--- config.mk ---
export PLATFORM = sky130hd
export DESIGN_NAME = mem_access_unit_flat
export DESIGN_NICKNAME = d
export VERILOG_FILES = /design/src/rtl/mem_access_unit_if.sv /design/src/rtl/mem_access_unit.sv /design/src/flat_wrapper.sv
export SDC_FILE = /design/constraint.sdc
export NUM_CORES = 1
export LEC_CHECK = 0
export ABC_AREA = 1
export BUFFER_PORTS_ARGS = -buffer_cell sky130_fd_sc_hd__buf_2
export CAP_MARGIN = 20
export CORE_MARGIN = 2
export CORE_UTILIZATION = 50
export CTS_CLUSTER_SIZE = 10
export DETAILED_ROUTE_END_ITERATION = 12
export GPL_TIMING_DRIVEN = 1
export PLACE_DENSITY = 0.85
export SYNTH_ARGS = -nofsm -noshare
export SYNTH_HDL_FRONTEND = slang
export SYNTH_SLANG_ARGS = --single-unit
export TNS_END_PERCENT = 100
--- constraint.sdc ---
create_clock -name clk -period 1.7 [get_ports clk]
set_input_delay 0.34 -clock clk [delete_from_list [all_inputs] [get_ports clk]]
set_output_delay 0.34 -clock clk [all_outputs]
set_load 0.01 [all_outputs]
--- src/rtl/mem_access_unit_if.sv ---
// Memory-side request/response bus between the M-stage access unit and the data memory.
interface mem_access_unit_if;
  logic        mem_req;
  logic        mem_we;
  logic [31:0] mem_addr;
  logic [31:0] mem_wdata;
  logic [3:0]  mem_be;
  logic        mem_ready;
  logic [31:0] mem_rdata;

  modport master (
    output mem_req, mem_we, mem_addr, mem_wdata, mem_be,
    input  mem_ready, mem_rdata
  );

  modport slave (
    input  mem_req, mem_we, mem_addr, mem_wdata, mem_be,
    output mem_ready, mem_rdata
  );
endinterface

--- src/rtl/mem_access_unit.sv ---
// M-stage load/store unit: aligns stores onto byte lanes, issues one memory request
// per access, stalls the pipeline until completion, and extends load data.
module mem_access_unit #(
  parameter logic [7:0] TIMEOUT = 8'd255
) (
  input  logic                      clk,
  input  logic                      reset,
  input  logic                      MemWriteM,
  input  logic [1:0]                ResultSrcM,
  input  logic [31:0]               ALUResultM,
  input  logic [31:0]               WriteDataM,
  input  logic [2:0]                funct3M,
  mem_access_unit_if.master         mem,
  output logic [31:0]               ReadDataM,
  output logic                      StallM,
  output logic                      ErrM
);

  typedef enum logic [1:0] {IDLE, BUSY, DONE} state_t;

  state_t      state;
  logic [7:0]  cnt;
  logic        err_q;
  logic [2:0]  req_f3;
  logic [1:0]  req_off;
  logic        req_load;

  logic        is_load, access, legal, misalign, fault;
  logic [3:0]  be_c;
  logic [31:0] wdata_c, lane, load_ext;

  always_comb begin
    is_load  = !MemWriteM && (ResultSrcM == 2'b01);
    access   = MemWriteM || is_load;
    legal    = MemWriteM ? (funct3M inside {3'b000, 3'b001, 3'b010})
                         : (funct3M inside {3'b000, 3'b001, 3'b010, 3'b100, 3'b101});
    misalign = 1'b0;
    be_c     = 4'b1111;
    wdata_c  = WriteDataM;
    case (funct3M[1:0])
      2'b00: begin
        be_c    = 4'b0001 << ALUResultM[1:0];
        wdata_c = {4{WriteDataM[7:0]}};
      end
      2'b01: begin
        misalign = ALUResultM[0];
        be_c     = ALUResultM[1] ? 4'b1100 : 4'b0011;
        wdata_c  = {2{WriteDataM[15:0]}};
      end
      2'b10: misalign = |ALUResultM[1:0];
      default: ;
    endcase
    fault = access && (!legal || misalign);
  end

  // Shifting the addressed lane down to bit 0 lets every size share one extender.
  always_comb begin
    lane = mem.mem_rdata >> {req_off, 3'b000};
    case (req_f3)
      3'b000:  load_ext = {{24{lane[7]}}, lane[7:0]};
      3'b001:  load_ext = {{16{lane[15]}}, lane[15:0]};
      3'b100:  load_ext = {24'd0, lane[7:0]};
      3'b101:  load_ext = {16'd0, lane[15:0]};
      default: load_ext = lane;
    endcase
  end

  assign StallM = !reset && access && !fault && (state != DONE);
  assign ErrM   = !reset && (((state == IDLE) && access && fault) || err_q);

  always_ff @(posedge clk) begin
    if (reset) begin
      state         <= IDLE;
      mem.mem_req   <= 1'b0;
      mem.mem_we    <= 1'b0;
      mem.mem_be    <= '0;
      mem.mem_addr  <= '0;
      mem.mem_wdata <= '0;
      ReadDataM     <= '0;
      cnt           <= '0;
      err_q         <= 1'b0;
      req_f3        <= '0;
      req_off       <= '0;
      req_load      <= 1'b0;
    end else begin
      err_q <= 1'b0;
      case (state)
        IDLE: begin
          if (access && !fault) begin
            state         <= BUSY;
            mem.mem_req   <= 1'b1;
            mem.mem_we    <= MemWriteM;
            mem.mem_addr  <= {ALUResultM[31:2], 2'b00};
            mem.mem_wdata <= wdata_c;
            mem.mem_be    <= be_c;
            cnt           <= '0;
            req_f3        <= funct3M;
            req_off       <= ALUResultM[1:0];
            req_load      <= is_load;
          end
        end
        BUSY: begin
          if (mem.mem_ready) begin
            mem.mem_req <= 1'b0;
            state       <= DONE;
            if (req_load) ReadDataM <= load_ext;
          end else if (cnt == TIMEOUT - 8'd1) begin
            // Abort after TIMEOUT unanswered request cycles; ErrM pulses during DONE.
            mem.mem_req <= 1'b0;
            err_q       <= 1'b1;
            ReadDataM   <= '0;
            state       <= DONE;
          end else begin
            cnt <= cnt + 8'd1;
          end
        end
        DONE:    state <= IDLE;
        default: state <= IDLE;
      endcase
    end
  end

endmodule

--- src/flat_wrapper.sv ---
// flat-port wrapper written by rule: the top's interface ports become plain ports
module mem_access_unit_flat 
#(
  parameter logic [7:0] TIMEOUT = 8'd255
)
  (clk, reset, MemWriteM, ResultSrcM, ALUResultM, WriteDataM, funct3M, ReadDataM, StallM, ErrM, mem_mem_req, mem_mem_we, mem_mem_addr, mem_mem_wdata, mem_mem_be, mem_mem_ready, mem_mem_rdata);
  mem_access_unit_if mem_i ();
  input  logic clk;
  input  logic reset;
  input  logic MemWriteM;
  input  logic [1:0] ResultSrcM;
  input  logic [31:0] ALUResultM;
  input  logic [31:0] WriteDataM;
  input  logic [2:0] funct3M;
  output logic [31:0] ReadDataM;
  output logic StallM;
  output logic ErrM;
  output wire logic [$bits(mem_i.mem_req)-1:0] mem_mem_req;
  output wire logic [$bits(mem_i.mem_we)-1:0] mem_mem_we;
  output wire logic [$bits(mem_i.mem_addr)-1:0] mem_mem_addr;
  output wire logic [$bits(mem_i.mem_wdata)-1:0] mem_mem_wdata;
  output wire logic [$bits(mem_i.mem_be)-1:0] mem_mem_be;
  input wire logic [$bits(mem_i.mem_ready)-1:0] mem_mem_ready;
  input wire logic [$bits(mem_i.mem_rdata)-1:0] mem_mem_rdata;
  assign mem_mem_req = mem_i.mem_req;
  assign mem_mem_we = mem_i.mem_we;
  assign mem_mem_addr = mem_i.mem_addr;
  assign mem_mem_wdata = mem_i.mem_wdata;
  assign mem_mem_be = mem_i.mem_be;
  assign mem_i.mem_ready = mem_mem_ready;
  assign mem_i.mem_rdata = mem_mem_rdata;
  mem_access_unit #(.TIMEOUT(TIMEOUT)) u_core (.clk(clk), .reset(reset), .MemWriteM(MemWriteM), .ResultSrcM(ResultSrcM), .ALUResultM(ALUResultM), .WriteDataM(WriteDataM), .funct3M(funct3M), .mem(mem_i), .ReadDataM(ReadDataM), .StallM(StallM), .ErrM(ErrM));
endmodule
# --- Yosys cells after proc, flatten, opt, wreduce, memory -nomap -nowiden ---
# Cells that the tools add are included.
word_totals:
  latch_bits: 0
  mem_count: 0
  ram_bits: 0
  romBits: 0
  ff_bits: 117
op_classes:
  addsub: 1
  n_lt_le_gt_ge: 0
  eq_ne: 18
  reduce_logical: 31
  shifts: 2
  mul: 0
  bitwise_logic: 1
  n_mux: 22
  n_div: 0
op_table:
  columns: ["operator", "n"]
  rows:
  - ["$pmux W32 S4", 1]
  - ["$mux W32", 3]
  - ["$pmux W32 S2", 1]
  - ["$shr A32 B5 Y32", 1]
  - ["$mux W8", 3]
  - ["$pmux W8 S2", 1]
  - ["$eq A3 B3 Y1 const B", 4]
  - ["$logic_and A1 B1 Y1", 9]
  - ["$add A8 B1 Y8 const B", 1]
  - ["$eq A8 B8 Y1 const B", 1]
  - ["$ne A2 B2 Y1 const B", 4]
  - ["$pmux W4 S2", 1]
  - ["$eq A2 B1 Y1 const B", 3]
  - ["$eq A3 B1 Y1 const B", 2]
  - ["$logic_not A3 Y1", 2]
  - ["$mux W2", 3]
  - ["$reduce_and A3 Y1", 2]
  - ["$mux W1", 5]
  - ["$reduce_bool A5 Y1", 1]
  - ["$logic_not A1 Y1", 4]
  - ["$logic_not A2 Y1", 2]
  - ["$mux W4", 1]
  - ["$pmux W1 S2", 2]
  - ["$pmux W2 S2", 1]
  - ["13 further kinds", 17]

# --- Depth between registers and ports, before layout ---
# Gate-level depths: netlist (run 1).
depth:
  ltp_word: 10
  ltp_mapped: 10
  ltp_nobuf: 10

# --- Worst setup path before layout (run 1) ---
# OpenSTA, ideal clock, no wires.
synth_path:
  path_type: "input to register"
  start: "in funct3M[0]"
  end: "reg u_core.mem.mem_addr[31]"
  path_buffers: 3
  setup_time_ns: 0.116
  path_slack_ns: 0.098
  t_arrival_ns: 1.486
  stages: 10
  cell_sequence: "inv_1 > ha_1 > buf_2 > nor2_1 > nand2_1 > nand4_2 > buf_4 > buf_4 > o21ai_0 > nor2_1"
synth_via:
  elab_chain_cells: 9
  elab_cells_between_ends: 17
synth_lines:
  columns: ["item", "line", "text"]
  rows:
  - ["start: declaration", "flat_wrapper.sv:14", "input logic [2:0] funct3M;"]
  - ["$eq A3 B1 Y1, or another cell as far along", "mem_access_unit.sv:35, mem_access_unit.sv:36", null]
  - ["$reduce_bool A5 Y1 / $reduce_bool A3 Y1 (equally long branches)", "mem_access_unit.sv:36, mem_access_unit.sv:35", null]
  - ["$mux W1", "mem_access_unit.sv:35", "legal = MemWriteM ? (funct3M inside {3'b000, 3'b001, 3'b010})"]
  - ["$logic_not A1 Y1", "mem_access_unit.sv:53", "fault = access && (!legal || misalign);"]
  - ["$logic_or A1 B1 Y1 *", "mem_access_unit.sv:53", null]
  - ["$logic_and A1 B1 Y1 *", "mem_access_unit.sv:53", null]
  - ["$logic_not A1 Y1 *", "mem_access_unit.sv:89", "if (access && !fault) begin"]
  - ["$logic_and A1 B1 Y1 *", "mem_access_unit.sv:89", null]
  - ["$reduce_and A2 Y1 (no source line) *", null, null]
  - ["end signal: assignment", "mem_access_unit.sv:93", "mem.mem_addr <= {ALUResultM[31:2], 2'b00};"]
  - ["end: declaration", "mem_access_unit_if.sv:12", "output mem_req, mem_we, mem_addr, mem_wdata, mem_be,"]
# Mark *: on every way between the ends. The rest lies on a longest branch, timed or not.
# A chain may end at the register's enable or synchronous reset.

# --- Worst setup path after layout (run 1) ---
layout_path:
  start: "in funct3M[0]"
  end: "out ErrM"
layout_via:
  elab_chain_cells: 9
  elab_cells_between_ends: 17
layout_lines:
  columns: ["item", "line", "text"]
  rows:
  - ["$eq A3 B1 Y1, or another cell as far along", "mem_access_unit.sv:35, mem_access_unit.sv:36", null]
  - ["$reduce_bool A5 Y1 / $reduce_bool A3 Y1 (equally long branches)", "mem_access_unit.sv:36, mem_access_unit.sv:35", null]
  - ["$mux W1", "mem_access_unit.sv:35", null]
  - ["$logic_not A1 Y1", "mem_access_unit.sv:53", null]
  - ["$logic_or A1 B1 Y1 *", "mem_access_unit.sv:53", null]
  - ["$logic_and A1 B1 Y1 *", "mem_access_unit.sv:53", null]
  - ["$logic_and A1 B1 Y1 *", "mem_access_unit.sv:69", "assign ErrM = !reset && (((state == IDLE) && access && fault) || err_q);"]
  - ["$logic_or A1 B1 Y1 *", "mem_access_unit.sv:69", null]
  - ["$logic_and A1 B1 Y1 *", "mem_access_unit.sv:69", null]
  - ["end: declaration", "flat_wrapper.sv:17", "output logic ErrM;"]
# Marks and branches as above.

==> results.md, run 1 <==
* Status: complete, but fails checks
* Failing checks: setup timing
* Worst hold path class: in -> reg
* Core Area at 11270 sq um
* GRT met1 Usage at 30.94%
* Synthesis warning total at 0
* GRT overflow at 0
* CP endpoint kind: output port
* Peak VDD IR at 0.0006333 V
* Routed length per instance at 13.95 microns
* M2 GR Usage at 47.77%
* 1st-pass router iterations at 5
* Fill cells at 959
* Clock Latency Late Sink at 0.41 ns
* Longest Clk Path Bufs at 2
* CP arrival at 1.37 ns
* Synth Area in Adders at 1.314%
* Drt initial violations at 649
* Area fraction in compound gates after synthesis at 14.54%
* Post-DP HPWL at 12290 microns
* Vias in the first global route at 5916
* Clock transition at path regs at 0.06 ns
* Die X at 110.9 microns
* Vias at 6402
* Setup Skew at 0.008230 ns
* Final setup fails at 1
* Clock buffer count from CTS at 17
* Routed vias/inst at 5.226
* Top cells by area, synth: dfxtp_1 (41%), nand2_1 (15%), nor2_1 (9.2%), nand3_1 (7.5%), a21oi_1 (7.0%)
* Area share of xor/xnor cells in the synthesized design at 0.3066%
* Pin count of the biggest net entering global routing at 52
* Cell variety after synth at 31
* Largest family of logic cells by synthesized area: simple AND/OR/NAND/NOR gates
* CP startpoint kind: input pin
* Total Wirelength at 17080 microns
* FMAX at 0.5837 GHz
* Commonest non-fill, non-tap cells in the layout: nand2_1 (229), buf_2 (204), nor2_1 (137)
* Largest area contributor in the netlist: dfxtp_1
* # H-tree levels at 4
* Synth Area in Simple Gates at 35.41%
* Post-synth top area share at 41.00%
* # port buffers at 206
* Proportion of layout cells with a drive suffix above 1 at 30.34%
* Final ANT Viol Nets at 0
* Met3 Track Usage GR at 8.201%
* Clock sink count at 117
* Num ports at 209
* RSZ-0062 raised after global routing: yes
* Crit Path Class: in -> out
* Fin crit share at 100.8%
* Fin nets at 1179
* Initial antenna violation count at 1
* Crit Path Max Fanout at 3
* Multiplexer share of the synthesized area at 0%
* Total track usage at 27.33%
* Seq cells post-synth at 117
* Post-route setup slack at -0.01330 ns
* Root buffer cell: clkbuf_16
* Final Non-Filler Cells at 1225
* Area growth syn-to-layout at 34.63%
* Cell Rows at 39
* Placer congestion estimate at 0.9201
* Slew Viols, Final at 0
* Leakage power at 0.003654 uW
* Mapped Avg Cell Area at 6.658 sq um
* Post-Synthesis Cells at 858
* Die Footprint at 12300 sq um
* Final Hold Viols at 0
* Power per cell area at 1025 nW/um^2
* First-pass GRT wire length at 27640 microns
* Register area share after synthesis at 41.00%
* GRT Max-Usage Layer: met2
* Mapped Area at 5713 sq um
* Crit path required time at 1.36 ns
* Fin crit period at 1.713 ns
* Final setup TNS at -0.01330 ns
* Max-cap violations at 0
* Chip height at 110.9 microns
* Starting Density at 50.68%
* Drt drc at 0
* Commonest non-fill, non-tap cell in the layout: nand2_1
* Placed Cells at 1186
* CTS tree: yes
-- routing by layer --
metal  wire [microns]  part of all wire, %  up-vias
li1                 -                    -     3190
met1             6789                   40     2864
met2             8276                   48      307
met3             1455                  8.5       41
met4              561                  3.3        0
met5                0                    0        -
-- path summary, 6_finish.rpt --
| check | cells past startpoint | slack, ns | from | endpoint |
|---|---|---|---|---|
| min reg2reg | 2 | 0.46 | u_core.mem.mem_req | u_core.mem.mem_req |
| max reg2reg | 10 | 0.10 | u_core.state[1] | u_core.cnt[2] |
| max | 10 | -0.01 | funct3M[0] | ErrM |
| min | 3 | 0.18 | ALUResultM[4] | u_core.mem.mem_addr[4] |
-- through the flow --
step                cell area, sq um  total power [uW]  hold WS [ns]  setup WS [ns]  utilization [%]
CTS                             7609              7894        0.1667       0.004675            67.50
global route                    7691              8262        0.1804       -0.05698            68.23
finish                          7691              7884        0.1839       -0.01330            68.23
global placement                6995              4521        0.4482        -0.1126            62.06
floorplan                       5717              3978        0.4561        0.09803                -
detailed placement              6995              4548        0.4568        -0.1962            62.06
-- flip-flops by register name, summed over array words and instances (netlist names) --
signal and count:
u_core.cnt 8, u_core.mem.mem_addr 30, u_core.ReadDataM 32, u_core.err_q 1
u_core.mem.mem_req 1, u_core.mem.mem_wdata 32, u_core.req_load 1, u_core.req_off 2
u_core.state 2, u_core.mem.mem_we 1, u_core.mem.mem_be 4, u_core.req_f3 3
-- final cells by class --
class / instances / area, sq um / share of cell area [%]
Timing Repair Buffer: 250 / 1445 / 18.79
Clock buffer: 17 / 425.4 / 5.531
Multi-Input combinational cell: 650 / 3039 / 39.52
Clock inverter: 15 / 131.4 / 1.708
Sequential cell: 117 / 2346 / 30.50
Antenna cell: 1 / 2.502 / 0.03254
Inverter: 32 / 122.6 / 1.594
Tap cell: 143 / 178.9 / 2.326
-- synth_stat cells --
master / number
a21oi_1: 80
a21oi_2: 10
and2_1: 6
buf_1: 6
buf_2: 21
buf_4: 9
buf_6: 2
clkbuf_1: 22
clkinv_1: 1
conb_1: 1
dfxtp_1: 117
ha_1: 6
inv_1: 27
inv_2: 4
nand2_1: 233
nand2_2: 3
nand2_4: 1
nand3_1: 86
nand3_2: 2
nand3_4: 2
nand4_1: 2
nand4_2: 1
nor2_1: 140
nor2_2: 2
nor2_4: 2
nor3_1: 2
o211ai_1: 1
o21ai_0: 65
o21ai_1: 2
xnor2_1: 1
xor2_1: 1
-- power breakdown --
part,switching [uW],total [uW],internal [uW],leakage [uW]
Combinational,923,1540,616,0.00244
Sequential,97.5,3020,2920,0.000955
Clock,1320,3330,2010,0.000262
Total,2340,7880,5550,0.00365
-- repair_timing --
action / 4_1_cts / 5_1_grt
endpoints found under the setup margin: 3 / 28
pin swaps: 3 / 6
hold buffers: 0 / 0
resized for setup: 13 / 14
setup buffers: 2 / 4
-- critical path: stages --
cell and delay, ns:
buf_4 0.13, inv_2 0.09, ha_4 0.21, inv_1 0.07, nor2_2 0.04, nand2_2 0.09
nand3_4 0.10, a21oi_2 0.13, nor2_1 0.04, buf_2 0.13
-- cells by family after synthesis --
group | count (synthesis)
AOI/OAI and AO/OA | 158
xor gates and xnor gates | 2
adders and majority gates | 6
buffers and inverters | 92
DFF | 117
other | 1
and+or+nand+nor | 482
Power figures use the tool's default switching activity.
==> run 2, diff against run 1 <==
--- a/config.mk
+++ b/config.mk
@@ -13,7 +13,8 @@
 export CTS_CLUSTER_SIZE = 10
 export DETAILED_ROUTE_END_ITERATION = 12
 export GPL_TIMING_DRIVEN = 1
-export PLACE_DENSITY = 0.85
+export PLACE_DENSITY_LB_ADDON = 0.25
+export SKIP_CTS_REPAIR_TIMING = 1
 export SYNTH_ARGS = -nofsm -noshare
 export SYNTH_HDL_FRONTEND = slang
 export SYNTH_SLANG_ARGS = --single-unit
==> run 2 against run 1 <==
Compared with the run above:
- the flow still finishes with violations (setup timing)
- critical endpoint unchanged
- clock power grew 20%
- final cell count shrank 0.33%
- sequential cell count is the same
- clock skew grew 0.00051 ns
- die area is the same
- core utilization grew 0.70 points
- global-route usage grew 0.29 points
- critical path type unchanged
- sequential share of layout area shrank 0.34 points
- highest routed layer unchanged
- design area grew 1.0%
- combinational power is essentially flat
==> results.md, run 2 (synthesized netlist as in run 1, its figures left out) <==
* N_diodes at 0 (-1)
* Crit path required time at 1.36 ns (about the same)
* Cell Rows at 39 (unchanged)
* Max-cap violations at 0 (unchanged)
* # H-tree levels at 4 (unchanged)
* Total Wirelength at 17040 microns (-0.28%)
* Post-route setup slack at -0.02931 ns (-0.01601 ns)
* Bufs and invs on worst path at 4 (unchanged)
* First-pass GRT wire length at 27540 microns (-0.35%)
* Failing checks: setup timing
* Chip height at 110.9 microns (unchanged)
* Placer congestion estimate at 0.9241 (+0.43%)
* Final Hold Viols at 0 (unchanged)
* Crit-path max cell delay at 0.25 ns (+0.04 ns)
* FMAX at 0.5783 GHz (-0.93%)
* Clock Latency Late Sink at 0.42 ns (about the same)
* Worst hold path class: in -> reg
* Fill cells at 992 (+3.4%)
* Cell family with most CP delay: simple AND/OR/NAND/NOR gates
* Peak VDD IR at 0.0008004 V (+26%)
* Slew Viols, Final at 0 (unchanged)
* Routed length per instance at 13.95 microns (about the same)
* CP endpoint kind: output port
* Commonest non-fill, non-tap cells in the layout: nand2_1 (229), buf_2 (204), nor2_1 (138)
* Longest Clk Path Bufs at 2 (unchanged)
* Commonest non-fill, non-tap cell in the layout: nand2_1
* Initial antenna violation count at 0 (-1)
* 1st-pass router iterations at 5 (unchanged)
* Clock buffer count from CTS at 17 (unchanged)
* Vias in the first global route at 5807 (-1.8%)
* GRT overflow at 0 (unchanged)
* CTS tree: yes
* Area post-placement at 6998 sq um (about the same)
* Clock sink count at 117 (unchanged)
* Leakage power at 0.003697 uW (+1.2%)
* PnR Total Power at 8510 uW (+7.9%)
* CP arrival at 1.39 ns (+0.02 ns)
* Fin crit period at 1.729 ns (+0.01601 ns)
* Drt initial violations at 421 (-35%)
* Final Instance Area at 7770 sq um (+1.0%)
* Clock transition at path regs at 0.05 ns (about the same)
* Pin count of the biggest net entering global routing at 52 (unchanged)
* Crit Path Class: in -> out
* Power per cell area at 1095 nW/um^2 (+6.8%)
* Crit Path Max Fanout at 3 (unchanged)
* RSZ-0062 raised after global routing: yes
* Routed vias/inst at 5.172 (-1.0%)
* Num ports at 209 (unchanged)
* Area growth syn-to-layout at 36.01%
* Fin nets at 1176 (-0.25%)
* Core Area at 11270 sq um (unchanged)
* Root buffer cell: clkbuf_16
* Proportion of layout cells with a drive suffix above 1 at 29.68% (-0.66 points)
* Final ANT Viol Nets at 0 (unchanged)
* Critical-path top delay cell: ha_4
* Drt drc at 0 (unchanged)
* Fin crit share at 101.7% (+0.94 points)
* Top Registers: u_core.ReadDataM (32), u_core.mem.mem_wdata (32), u_core.mem.mem_addr (30)
* Final Non-Filler Cells at 1221 (-0.33%)
* Hold_ws at 0.1673 ns (-0.01661 ns)
* Setup Skew at 0.008739 ns (+0.0005095 ns)
* Placed Cells at 1188 (+0.17%)
* Worst slack at placement at -0.1811 ns (+0.01518 ns)
* Worst-path cell chain: buf_6 -> inv_6 -> ha_4 -> inv_2 -> nor2_2 -> nand2_2 -> nand3_4 -> a21oi_2 -> nor2_1 -> buf_2
* CP startpoint kind: input pin
* Die X at 110.9 microns (unchanged)
* Starting Density at 50.68% (unchanged)
* Die Footprint at 12300 sq um (unchanged)
* Status: complete, but fails checks
* Vias at 6315 (-1.4%)
* Final setup fails at 1 (unchanged)
* # port buffers at 206 (unchanged)
* Total track usage at 27.62% (+0.29 points)
* Post-DP HPWL at 12140 microns (-1.2%)
run 2: worst reg2reg max path: stages (launching register included):
cell and delay [ns]:
dfxtp_1 0.42, inv_2 0.09, nand2_1 0.09, nand3_1 0.13
nand3_4 0.12, nand3_2 0.27, nand2_1 0.21, a21oi_2 0.07
run 2: worst paths after layout:
check	startpoint	to	slack, ns	cells after the start
setup reg to reg	u_core.req_off[0]	u_core.ReadDataM[27]	0.19	7
hold reg to reg	u_core.mem.mem_wdata[25]	u_core.mem.mem_wdata[25]	0.46	2
hold / removal	ALUResultM[25]	u_core.mem.mem_addr[25]	0.17	3
setup / recovery	funct3M[0]	ErrM	-0.03	10
run 2: final cells by class:
cell class | count | area (sq um) | share of cell area (%)
multi-input combinational | 650 | 3039 | 39.11
sequential | 117 | 2344 | 30.16
timing repair buffer | 247 | 1418 | 18.24
clock buffer | 24 | 491.7 | 6.329
tap | 143 | 178.9 | 2.303
clock inverter | 8 | 168.9 | 2.174
inverter | 32 | 130.1 | 1.675
run 2: metal layers:
metal / global-route usage (%) / part of all wire, % / vias to the layer above
li1: - / - / 3186
met1: 30.81 / 38 / 2826
met2: 48.14 / 50 / 254
met3: 8.475 / 7.9 / 49
met4: 12.83 / 3.5 / 0
met5: 0 / 0 / -
run 2: metrics by stage:
stage	util (%)	TNS [ns]
3_3_place_gp	62.08	-3.101
6_report	68.93	-0.02931
3_5_place_dp	62.08	-6.645
5_1_grt	68.93	-0.1363
4_1_cts	67.94	-0.3358
2_1_floorplan	-	0
run 2: power breakdown:
part	internal (uW)	leakage [uW]	switching, uW
registers	2920	0.000954	89.4
logic	601	0.00242	921
clock network	2750	0.000324	1230
==> run 3, diff against run 2 <==
--- a/config.mk
+++ b/config.mk
@@ -13,6 +13,7 @@
 export CTS_CLUSTER_SIZE = 10
 export DETAILED_ROUTE_END_ITERATION = 12
 export GPL_TIMING_DRIVEN = 1
+export MAX_ROUTING_LAYER = met4
 export PLACE_DENSITY_LB_ADDON = 0.25
 export SKIP_CTS_REPAIR_TIMING = 1
 export SYNTH_ARGS = -nofsm -noshare
==> run 3 against run 2 <==
Compared with the run above:
- the flow now finishes without violations
- sequential share of layout area shrank 0.068 points
- clock skew grew 0.0012 ns
- global-route usage grew 0.85 points
- clock power is essentially flat
- sequential cell count is the same
- hold slack is essentially flat
- core utilization grew 0.16 points
- die area is the same
- setup slack gained 0.048 ns
- power grew 0.11%
- sequential power is essentially flat
- register-to-register slack is essentially flat
==> results.md, run 3 (synthesized netlist as in run 1, its figures left out) <==
* CTS tree: yes
* Fin crit period at 1.681 ns (-0.04787 ns)
* Post-DP HPWL at 12140 microns (unchanged)
* Fin crit share at 98.91% (-2.8 points)
* Peak VDD IR at 0.0008057 V (+0.67%)
* Final ANT Viol Nets at 0 (unchanged)
* Worst hold path class: in -> reg
* CP startpoint kind: input pin
* Starting Density at 50.68% (unchanged)
* Crit path required time at 1.36 ns (about the same)
* Setup Skew at 0.009984 ns (+0.001245 ns)
* GRT Max-Usage Layer: met2
* Worst slack at placement at -0.1811 ns (unchanged)
* Num ports at 209 (unchanged)
* First-pass GRT wire length at 27520 microns (about the same)
* Longest Clk Path Bufs at 2 (unchanged)
* Commonest non-fill, non-tap cells in the layout: nand2_1 (229), buf_2 (204), nor2_1 (137)
* # H-tree levels at 4 (unchanged)
* Die X at 110.9 microns (unchanged)
* Total Wirelength at 17010 microns (-0.15%)
* Pin count of the biggest net entering global routing at 52 (unchanged)
* Crit Path Class: in -> out
* GRT met1 Usage at 31.70% (+0.90 points)
* Total track usage at 28.47% (+0.85 points)
* Placer congestion estimate at 0.9404 (+1.8%)
* Power per cell area at 1094 nW/um^2 (-0.12%)
* Root buffer cell: clkbuf_16
* 1st-pass router iterations at 5 (unchanged)
* Final setup fails at 0 (-1)
* M2 GR Usage at 48.22% (+0.082 points)
* Routed length per instance at 13.91 microns (-0.32%)
* Post-route setup slack at 0.01857 ns (+0.04787 ns)
* Status: complete, no violations
* Cell Rows at 39 (unchanged)
* Proportion of layout cells with a drive suffix above 1 at 29.91% (+0.22 points)
* Initial antenna violation count at 0 (unchanged)
* Core Area at 11270 sq um (unchanged)
* Fin util at 69.09% (+0.16 points)
* Routed vias/inst at 5.139 (-0.64%)
* CP arrival at 1.34 ns (-0.05 ns)
* PnR Total Power at 8519 uW (+0.11%)
* Critical-path top delay cell: o21ai_0
* # port buffers at 206 (unchanged)
* Cell family with most CP delay: simple AND/OR/NAND/NOR gates
* Vias in the first global route at 5820 (+0.22%)
* Commonest non-fill, non-tap cell in the layout: nand2_1
* Die Footprint at 12300 sq um (unchanged)
* Max-cap violations at 0 (unchanged)
* Bufs and invs on worst path at 3 (-1)
* GRT overflow at 0 (unchanged)
* Crit-path max cell delay at 0.19 ns (-0.06 ns)
* Slew Viols, Final at 0 (unchanged)
* Chip height at 110.9 microns (unchanged)
* Top Registers: u_core.ReadDataM (32), u_core.mem.mem_wdata (32), u_core.mem.mem_addr (30)
* Drt drc at 0 (unchanged)
* Clock sink count at 117 (unchanged)
* Final Hold Viols at 0 (unchanged)
* Clock buffer count from CTS at 17 (unchanged)
* Clock Latency Late Sink at 0.42 ns (about the same)
* Area growth syn-to-layout at 36.31%
* Clock transition at path regs at 0.05 ns (about the same)
* Worst Hold Depth at 3 (unchanged)
* Crit Path Max Fanout at 3 (unchanged)
* R2R cell count at 7 (unchanged)
* Leakage power at 0.003708 uW (+0.30%)
* Drt initial violations at 430 (+2.1%)
* Stages on worst setup path at 9 (-1)
* Vias at 6285 (-0.48%)
* N_diodes at 0 (unchanged)
* Worst-path cell chain: buf_6 -> inv_6 -> ha_4 -> o21ai_0 -> nand2_1 -> nand3_4 -> a21oi_2 -> nor2_1 -> buf_2
* CP endpoint kind: output port
* FMAX at 0.5947 GHz (+2.8%)
* Met3 Track Usage GR at 8.201% (-0.27 points)
* Fin nets at 1178 (+0.17%)
## run 3: cell count changes in the layout (fill, tap and decap cells not counted)
| cell | delta |
|---|---|
| buf_4 | +2 |
| nor2_2 | +1 |
| nor2_1 | -1 |
## run 3: per-stage QoR
stage	cell area [sq um]	cells	hold WS, ns	setup TNS [ns]
6_report	7787	1223	0.1670	0
5_1_grt	7787	1223	0.1627	-0.01315
4_1_cts	7659	1220	0.1556	-0.3358
3_5_place_dp	6998	1188	0.4514	-6.645
3_3_place_gp	6998	1188	0.4490	-3.101
2_1_floorplan	5717	859	0.4561	0
## run 3: worst paths after layout
| check | from | endpoint | slack, ns |
|---|---|---|---|
| max | funct3M[0] | ErrM | 0.02 |
| min | ALUResultM[5] | u_core.mem.mem_addr[5] | 0.17 |
| max reg2reg | u_core.req_off[0] | u_core.ReadDataM[27] | 0.19 |
| min reg2reg | u_core.mem.mem_wdata[11] | u_core.mem.mem_wdata[11] | 0.46 |
## run 3: cell type report
class,count,area [sq um]
Timing Repair Buffer,249,1433
Tap cell,143,178.9
Clock buffer,24,491.7
Multi-Input combinational cell,650,3042
Inverter,32,130.1
Fill cell,989,3485
Clock inverter,8,168.9
Sequential cell,117,2344
## run 3: power by group
group          internal, uW  total (uW)  switching [uW]
sequential             2920        3010            88.6
clock                  2750        3980            1230
combinational           608        1530             924
total                  6280        8520            2240
## run 3: worst reg2reg max path: cells and delay by family (launching register included)
| kind | cells | cell delay (ns) |
|---|---|---|
| buffers and inverters | 1 | 0.09 |
| DFF | 1 | 0.42 |
| AOI/OAI and AO/OA | 1 | 0.07 |
| and+or+nand+nor | 5 | 0.82 |
## run 3: routing by layer
metal	share of wire, %	vias to the layer above
li1	-	3191
met2	50	237
met3	7.6	43
met1	39	2814
met4	2.8	0
met5	0	-
